### src/rtl/greenhouse_display_pkg.sv
// greenhouse_display_pkg: shared BCD field layout, status width, FSM states
// and the BCD validity check for the display update arbiter.
package greenhouse_display_pkg;

    localparam int BCD_W    = 10;
    localparam int STAT_W   = 4;
    localparam int ONES_LSB = 0;
    localparam int TENS_LSB = 4;
    localparam logic [3:0] BCD_MAX = 4'd9;

    typedef enum logic [1:0] {IDLE, GRANT, WAIT_DROP} state_t;

    // Hundreds is only two bits wide and can never be out of range.
    function automatic logic bcd_valid(input logic [BCD_W-1:0] t);
        return (t[TENS_LSB +: 4] <= BCD_MAX) && (t[ONES_LSB +: 4] <= BCD_MAX);
    endfunction

endpackage

### src/rtl/rr_arbiter.sv
// rr_arbiter: combinational round-robin pick, searching from last_grant+1.
// Ports:
//   req        in  NUM_SRC  request vector
//   last_grant in  IW       index granted most recently
//   grant      out IW       winning index (valid when any_req)
//   any_req    out 1        at least one request pending
module rr_arbiter #(
    parameter int NUM_SRC = 4,
    localparam int IW = $clog2(NUM_SRC)
) (
    input  logic [NUM_SRC-1:0] req,
    input  logic [IW-1:0]      last_grant,
    output logic [IW-1:0]      grant,
    output logic               any_req
);

    logic [IW-1:0] idx;
    logic          found;

    assign any_req = |req;

    always_comb begin
        grant = last_grant;
        idx   = '0;
        found = 1'b0;
        for (int k = 1; k <= NUM_SRC; k++) begin
            idx = IW'((int'(last_grant) + k) % NUM_SRC);
            if (!found && req[idx]) begin
                grant = idx;
                found = 1'b1;
            end
        end
    end

endmodule

### src/rtl/display_update_arbiter.sv
// display_update_arbiter: shares the display datapath between NUM_SRC modules;
// posts are captured into shadows over REQ/ACK and committed on FRAME_START.
// Ports:
//   CLOCK_50     in   system clock
//   RESET_N      in   asynchronous active-low reset
//   FRAME_START  in   one-cycle vertical-blank pulse
//   SRC_REQ      in   per-source post request
//   SRC_TEMP     in   packed BCD temperatures, source i at [i*TEMP_W +: TEMP_W]
//   SRC_STATUS   in   packed status words
//   SRC_ACK      out  per-source acknowledge, one-hot or zero
//   DISP_TEMP    out  live temperatures
//   DISP_STATUS  out  live status words
//   DISP_STALE   out  source has not committed for STALE_FRAMES frames
//   SRC_ERR      out  last post from the source had an invalid BCD digit
//   BUSY         out  FSM not idle
module display_update_arbiter
    import greenhouse_display_pkg::*;
#(
    parameter int NUM_SRC      = 4,
    parameter int TEMP_W       = BCD_W,
    parameter int STATUS_W     = STAT_W,
    parameter int STALE_FRAMES = 60
) (
    input  logic                         CLOCK_50,
    input  logic                         RESET_N,
    input  logic                         FRAME_START,
    input  logic [NUM_SRC-1:0]           SRC_REQ,
    input  logic [NUM_SRC*TEMP_W-1:0]    SRC_TEMP,
    input  logic [NUM_SRC*STATUS_W-1:0]  SRC_STATUS,
    output logic [NUM_SRC-1:0]           SRC_ACK,
    output logic [NUM_SRC*TEMP_W-1:0]    DISP_TEMP,
    output logic [NUM_SRC*STATUS_W-1:0]  DISP_STATUS,
    output logic [NUM_SRC-1:0]           DISP_STALE,
    output logic [NUM_SRC-1:0]           SRC_ERR,
    output logic                         BUSY
);

    localparam int IW = $clog2(NUM_SRC);

    state_t                     state, state_next;
    logic [IW-1:0]              g, win, last_grant;
    logic                       any_req, valid;
    logic [NUM_SRC-1:0]         ack, dirty, stale, err, g_mask, cap;
    logic [TEMP_W-1:0]          temp_in;
    logic [STATUS_W-1:0]        status_in;
    logic [TEMP_W-1:0]          shadow_temp   [NUM_SRC];
    logic [STATUS_W-1:0]        shadow_status [NUM_SRC];
    logic [7:0]                 frame_cnt     [NUM_SRC];
    logic [NUM_SRC*TEMP_W-1:0]  live_temp;
    logic [NUM_SRC*STATUS_W-1:0] live_status;

    rr_arbiter #(.NUM_SRC(NUM_SRC)) u_rr (
        .req        (SRC_REQ),
        .last_grant (last_grant),
        .grant      (win),
        .any_req    (any_req)
    );

    assign temp_in   = SRC_TEMP[g*TEMP_W +: TEMP_W];
    assign status_in = SRC_STATUS[g*STATUS_W +: STATUS_W];
    assign valid     = bcd_valid(temp_in);
    assign g_mask    = NUM_SRC'(1) << g;
    assign cap       = (state == GRANT && valid) ? g_mask : '0;

    always_ff @(posedge CLOCK_50 or negedge RESET_N) begin
        if (!RESET_N) state <= IDLE;
        else          state <= state_next;
    end

    always_comb begin
        state_next = state;
        case (state)
            IDLE:      state_next = any_req ? GRANT : IDLE;
            GRANT:     state_next = WAIT_DROP;
            WAIT_DROP: state_next = SRC_REQ[g] ? WAIT_DROP : IDLE;
            default:   state_next = IDLE;
        endcase
    end

    always_ff @(posedge CLOCK_50 or negedge RESET_N) begin
        if (!RESET_N) begin
            g          <= '0;
            last_grant <= IW'(NUM_SRC - 1);
            ack        <= '0;
        end else begin
            if (state == IDLE && any_req) g <= win;
            if (state == GRANT) begin
                ack        <= g_mask;
                last_grant <= g;
            end
            if (state == WAIT_DROP && !SRC_REQ[g]) ack <= '0;
        end
    end

    // A capture in the same cycle as FRAME_START re-sets dirty after the
    // commit clears it, so the new value goes out on the following frame.
    always_ff @(posedge CLOCK_50 or negedge RESET_N) begin
        if (!RESET_N) begin
            dirty       <= '0;
            stale       <= '0;
            err         <= '0;
            live_temp   <= '0;
            live_status <= '0;
            for (int i = 0; i < NUM_SRC; i++) begin
                shadow_temp[i]   <= '0;
                shadow_status[i] <= '0;
                frame_cnt[i]     <= '0;
            end
        end else begin
            dirty <= (FRAME_START ? '0 : dirty) | cap;
            for (int i = 0; i < NUM_SRC; i++) begin
                if (FRAME_START && dirty[i]) begin
                    live_temp[i*TEMP_W +: TEMP_W]       <= shadow_temp[i];
                    live_status[i*STATUS_W +: STATUS_W] <= shadow_status[i];
                    frame_cnt[i] <= '0;
                    stale[i]     <= 1'b0;
                end else if (FRAME_START) begin
                    frame_cnt[i] <= (frame_cnt[i] == 8'(STALE_FRAMES)) ? frame_cnt[i] : frame_cnt[i] + 8'd1;
                    stale[i]     <= frame_cnt[i] == 8'(STALE_FRAMES);
                end
            end
            if (state == GRANT) begin
                err[g] <= !valid;
                if (valid) begin
                    shadow_temp[g]   <= temp_in;
                    shadow_status[g] <= status_in;
                end
            end
        end
    end

    assign SRC_ACK     = ack;
    assign DISP_TEMP   = live_temp;
    assign DISP_STATUS = live_status;
    assign DISP_STALE  = stale;
    assign SRC_ERR     = err;
    assign BUSY        = state != IDLE;

endmodule

### config.mk
export PLATFORM = sky130hd
export DESIGN_NAME = display_update_arbiter
export DESIGN_NICKNAME = d
export VERILOG_FILES = /design/src/rtl/greenhouse_display_pkg.sv /design/src/rtl/rr_arbiter.sv /design/src/rtl/display_update_arbiter.sv
export SDC_FILE = /design/constraint.sdc
export NUM_CORES = 1
export LEC_CHECK = 0
export CAP_MARGIN = 20
export CORE_ASPECT_RATIO = 1.2
export CORE_UTILIZATION = 57
export DETAILED_ROUTE_END_ITERATION = 12
export PLACE_DENSITY = 0.95
export SLEW_MARGIN = 20
export SYNTH_ARGS = -nofsm -noshare
export SYNTH_HDL_FRONTEND = slang
export SYNTH_SLANG_ARGS = --single-unit
### constraint.sdc
create_clock -name CLOCK_50 -period 3.5 [get_ports CLOCK_50]
set_input_delay 1.05 -clock CLOCK_50 [delete_from_list [all_inputs] [get_ports CLOCK_50]]
set_output_delay 1.05 -clock CLOCK_50 [all_outputs]
set_load 0.01 [all_outputs]
== Yosys cells after proc, flatten, opt, wreduce, memory -nomap -nowiden ==
Index checks and enable logic that the tools add are counted.

* Logic and storage cells: 148
* Memories: 0
* Output and inout bits: 69
* RAM bits: 0
* Bits in read-only memories: 0
* Bits of input ports: 63
* Bits in latches: 0
* Register bits: 166

* Reductions and logical operators: 31
* Shift operators: 3
* Div/mod/pow operators: 0
* Bitwise logic cells: 2
* Equality and inequality tests: 10
* Magnitude comparators: 10
* $add $sub $neg: 8
* Mux-type cells: 53
* Multipliers: 1

{| class="wikitable"
|+ Operators with widths
! cell !! count
|-
| two-way mux 8 bit || 12
|-
| bitwise mux 40 bit || 1
|-
| indexed part select 40 x 7 -> 10 bit || 1
|-
| adder 8 x 1 -> 8 bit (second input constant) || 4
|-
| == test 8 x 6 -> 1 bit (second input constant) || 4
|-
| demux 10 bit (select 2 bit) || 1
|-
| two-way mux 4 bit || 5
|-
| two-way mux 1 bit || 18
|-
| bitwise mux 16 bit || 1
|-
| indexed part select 16 x 5 -> 4 bit || 1
|-
| < comparator 2 x 3 -> 1 bit (second input constant) || 5
|-
| logical AND 1 bit || 13
|-
| nonzero test 2 bit || 6
|-
| binary-select mux 1 bit (select 2 bit) || 5
|-
| two-way mux 10 bit || 1
|-
| two-way mux 2 bit || 5
|-
| AND reduction 2 bit || 5
|-
| demux 4 bit (select 2 bit) || 1
|-
| <= comparator 4 bit (second input constant) || 2
|-
| inequality test 2 bit (second input constant) || 4
|-
| case mux 2 bit (3 select lines) || 1
|-
| logical NOT 1 bit || 5
|-
| multiplier 2 x 3 -> 5 bit (second input constant) || 1
|-
| adder 2 x 1 -> 2 bit (second input constant) || 2
|-
| other kinds (13) || 14
|}

== Depth between registers and ports, before layout ==
* Word-level depth: 13
* Depth in mapped cells: 7
* Gate-level depth less buffers: 6

== Hierarchy ==
A second synthesis with hierarchy kept.

* Cells, all modules: 650
* Area total of the unflattened synthesis: 7348.3 µm²

{| class="wikitable"
|+ Modules (own cells, without submodules)
! module !! times used !! cells an instance !! sequential area each (µm²) !! area an instance (µm²)
|-
| display_update_arbiter || 1 || 636 || 4156.5 || 7275.7
|-
| rr_arbiter || 1 || 14 || 0.0 || 72.6
|}

== Worst setup path before layout ==
Ideal clock, no wire load.

* Path kind: input to register
* Start: input port SRC_TEMP[36]
* End: register shadow_status[10] in the netlist's numbering
* Setup slack: 0.875 ns
* Data required time: 3.375 ns
* Arrival time: 2.500 ns
* Stages on the path: 5
* Setup time: 0.125 ns
* Path buffers: 1
* Cells stage by stage: mux4_2 > o21ai_4 > nand3_4 > buf_6 > mux2_4

* Word-level cells in the longest chain between the ends: 4
* Elaborated cells on any way between the ends: 5
* Classes of those cells: order compare: 2; shift: 1; reduce/logical: 2

{| class="wikitable"
|+ Ends and longest elaborated chain
! item !! line !! source
|-
| from (decl) || display_update_arbiter.sv:28 || <nowiki>input logic [NUM_SRC*TEMP_W-1:0] SRC_TEMP,</nowiki>
|-
| indexed part select 40 x 7 -> 10 bit * || display_update_arbiter.sv:59 || <nowiki>assign temp_in = SRC_TEMP[g*TEMP_W +: TEMP_W];</nowiki>
|-
| <= comparator 4 bit || greenhouse_display_pkg.sv:15 || <nowiki>return (t[TENS_LSB +: 4] <= BCD_MAX) && (t[ONES_LSB +: 4] <= BCD_MAX);</nowiki>
|-
| logical AND 1 bit * || greenhouse_display_pkg.sv:15 ||
|-
| AND reduction 2 bit (no source line) * || -- ||
|-
| to (signal, indexed assignment) || display_update_arbiter.sv:126 || <nowiki>shadow_status[g] <= status_in;</nowiki>
|-
| to (decl) || display_update_arbiter.sv:47 || <nowiki>logic [STATUS_W-1:0] shadow_status [NUM_SRC];</nowiki>
|}

Every way passes the cells marked *; elsewhere a longest branch is shown, timed or not.
A chain may end at the register's enable or synchronous reset.

== Worst setup path in the final report ==
* Start: input port SRC_TEMP[36]
* End: register shadow_temp[32] in the netlist's numbering

* Word-level cells in the longest chain between the ends: 4
* Elaborated cells on any way between the ends: 6
* Classes of those cells: order compare: 2; shift: 1; mux: 1; reduce/logical: 2

{| class="wikitable"
|+ Ends and longest elaborated chain
! item !! line !! source
|-
| indexed part select 40 x 7 -> 10 bit * || display_update_arbiter.sv:59 ||
|-
| <= comparator 4 bit || greenhouse_display_pkg.sv:15 ||
|-
| logical AND 1 bit || greenhouse_display_pkg.sv:15 ||
|-
| AND reduction 2 bit (no source line) || -- ||
|-
| to (signal, indexed assignment) || display_update_arbiter.sv:125 || <nowiki>shadow_temp[g] <= temp_in;</nowiki>
|-
| to (decl) || display_update_arbiter.sv:46 || <nowiki>logic [TEMP_W-1:0] shadow_temp [NUM_SRC];</nowiki>
|}

Marked as above.

==> qor.yml <==
netlist_area_um2: 7345
cts_max_path_buffers: 2
fin_crit_sh: 0.8085
wl_um: 21680
placedInstanceArea_um2: 8842
synth-async-reset-ratio: 1.000
met2_length_um: 11030
slew_headroom: 0.5018
final_hold_viol_count: 0
cp_cell_sequence: "clkdlybuf4s50_1 > mux4_2 > o21ai_4 > nand3_4 > mux2_1"
fin_setup_tns_ns: 0
synth_edf_count: 0
top_layer_used: "met4"
grt_max_degree: 73
cp-start-kind: "input pin"
met1Wirelength_um: 7550
syn_nets: 720
tightestPinTransition_ns: 0.7472
cts_num_sinks: 166
drt_iter0_markers: 550
synth_area_per_cell_um2: 11.32
htree_levels: 4
max_freq_mhz: 353.4
crit_path_top_delay_cell: "mux4_2"
setup_viol: 0
hpwl_um: 13100
hp-class: "flop to flop"
wl_per_cell_um: 22.52
worstSetupEndpointType: "flop"
rsz0062_at_grt: "no"
drc: 0
post_cts_resized: 0
drv_slew: 0
firstDrtPassIters: 7
path_clk_slew_ns: 0.07
core_um2: 12610
cts_root_buf: "clkbuf_16"
rows: 45
syn_inst: 649
ant_nets: 0
numCtsBuffers: 17
final_area_um2: 9435
yosys.cell_types.count: 44
cts_hold_buf: 0
finish.utilization: 0.7481
met3_length_um: 1746
diodes: 0
irDropWorstVdd_mv: 0.5104
drive_gt1_frac: 0.1377
crit_arrival_ns: 3.15
final_cell_mix: "nand2_1 (201), dfrtp_1 (164), clkdlybuf4s50_1 (130), mux2_4 (32), inv_1 (25)"
cp_max_fo: 16
post-route-min-period_ns: 2.830
dr_total_vias: 5968
power.density_nw_per_um2: 871.8
synth_seq_area_share: 0.5659
track_usage: 0.3457
grt_pass1_vias: 6250
ys.flop_type: "dfrtp_1"
die_y_um: 126.3
nets: 857
port_buffers: 131
gp_congestion: 0.8507
vias_per_cell: 6.197
required_ns: 3.82
cts_tree: "built"
p_leak_nw: 4.463
synth_warnings: 0
cap_violations: 0
finClkSkew_ns: 0.007969
ioPinCount: 132
grt_pass1_wl_um: 34300
layout_commonest_cell: "nand2_1"
post-cts-setup-buffers: 0
initial_core_util: 0.5823
path_class: "input pin to flop"
slowest_delay_ns: 0.55
antenna_found_initial: 0
power_w: 0.008225
clk_latency_ns: 0.44
area_growth_pct: 28.47
die-area_um2: 13340
outcome: "complete, no violations"
overflow: 0
ys_ff_latch: 166
die_x_um: 105.6
## layout make-up
type / instances / area, um2
Tap cell: 164 / 205.2
Inverter: 25 / 93.84
Sequential cell: 166 / 4156
Clock inverter: 13 / 150.1
Multi-Input combinational cell: 434 / 2967
Clock buffer: 19 / 442.9
Timing Repair Buffer: 142 / 1420
Fill cell: 691 / 3177
## cell usage after synthesis, drive strengths merged (2+ instances only)
cell    number  area [um2]
clkbuf      18       67.56
nor3         6       30.03
a31oi        3       18.77
a21oi       14       70.07
nand2      201       754.5
a311oi       3       26.28
or3         12       75.07
mux2        57       762.0
o21ai       22       132.6
a41o         3       30.03
nor3b        3       22.52
nand2b       2       12.51
and3         3       18.77
dfstp        2       52.55
nand4        5       31.28
inv         25       93.84
dfrtp      164        4104
mux4        15       337.8
or4          4       30.03
o21a         9       67.56
a21o         4       30.03
xnor2       11       96.34
ha           8       100.1
buf          6       60.05
nand3       11       105.1
nor2        21       78.83
nand3b       2       15.01
o31ai        5       37.54
## per-layer routing
metal,global-route usage,vias up
met4,0.2271,0
met3,0.08222,113
met1,0.3950,2926
met2,0.5828,448
met5,0,-
li1,-,2481
## final timing paths
path	start	endpoint	slack [ns]	cells past startpoint
hold / removal	DISP_STALE[3]$_DFFE_PN0P_	DISP_STALE[3]$_DFFE_PN0P_	0.48	1
setup reg to reg	g[0]$_DFFE_PN0P_	shadow_temp[32]$_DFFE_PN0P_	0.86	4
hold reg to reg	DISP_STALE[3]$_DFFE_PN0P_	DISP_STALE[3]$_DFFE_PN0P_	0.48	1
max in group asynchronous	RESET_N	frame_cnt[3]$_DFFE_PN0P_	2.14	2
setup / recovery	SRC_TEMP[36]	shadow_temp[32]$_DFFE_PN0P_	0.67	5
min in group asynchronous	RESET_N	frame_cnt[15]$_DFFE_PN0P_	0.62	1
## flip-flops by register name, summed over array words and instances (netlist names), 16 cells and up
register	cells
frame_cnt	32
DISP_TEMP	40
shadow_temp	40
shadow_status	16
DISP_STATUS	16
## through the flow
stage / setup WS (ns) / hold slack, ns / std cells
finish: 0.6702 / 0.4833 / 963
global placement: 0.3126 / 0.4499 / 931
CTS: 0.6892 / 0.4855 / 963
floorplan: 0.8747 / 0.4331 / 649
global route: 0.6042 / 0.5003 / 963
detailed placement: 0.2530 / 0.4589 / 931
## worst max-delay path, delay by kind of cell
kind,cells,cell delay (ns)
and+or+nand+nor,1,0.32
AOI/OAI and AO/OA,1,0.31
buffers and inverters,1,0.47
muxes,2,0.98
## where the power goes
part,internal (W),total [W],switching [W]
Sequential,0.00267,0.00340,0.000729
Combinational,0.00148,0.00292,0.00144
Clock,0.00108,0.00190,0.000824
## logic make-up (layout without fill, tap and decap cells)
family          count (synthesis)  count (layout)  synth area share
simple gates                  274             274            0.1641
flops                         166             166            0.5659
mux                            73              73            0.1511
compound gates                 68              68           0.06201
buf+inv                        49             199           0.03015
xor+xnor                       11              11           0.01312
fa+ha+maj                       8               8           0.01363
No activity file was read; power rests on OpenSTA's default activity.
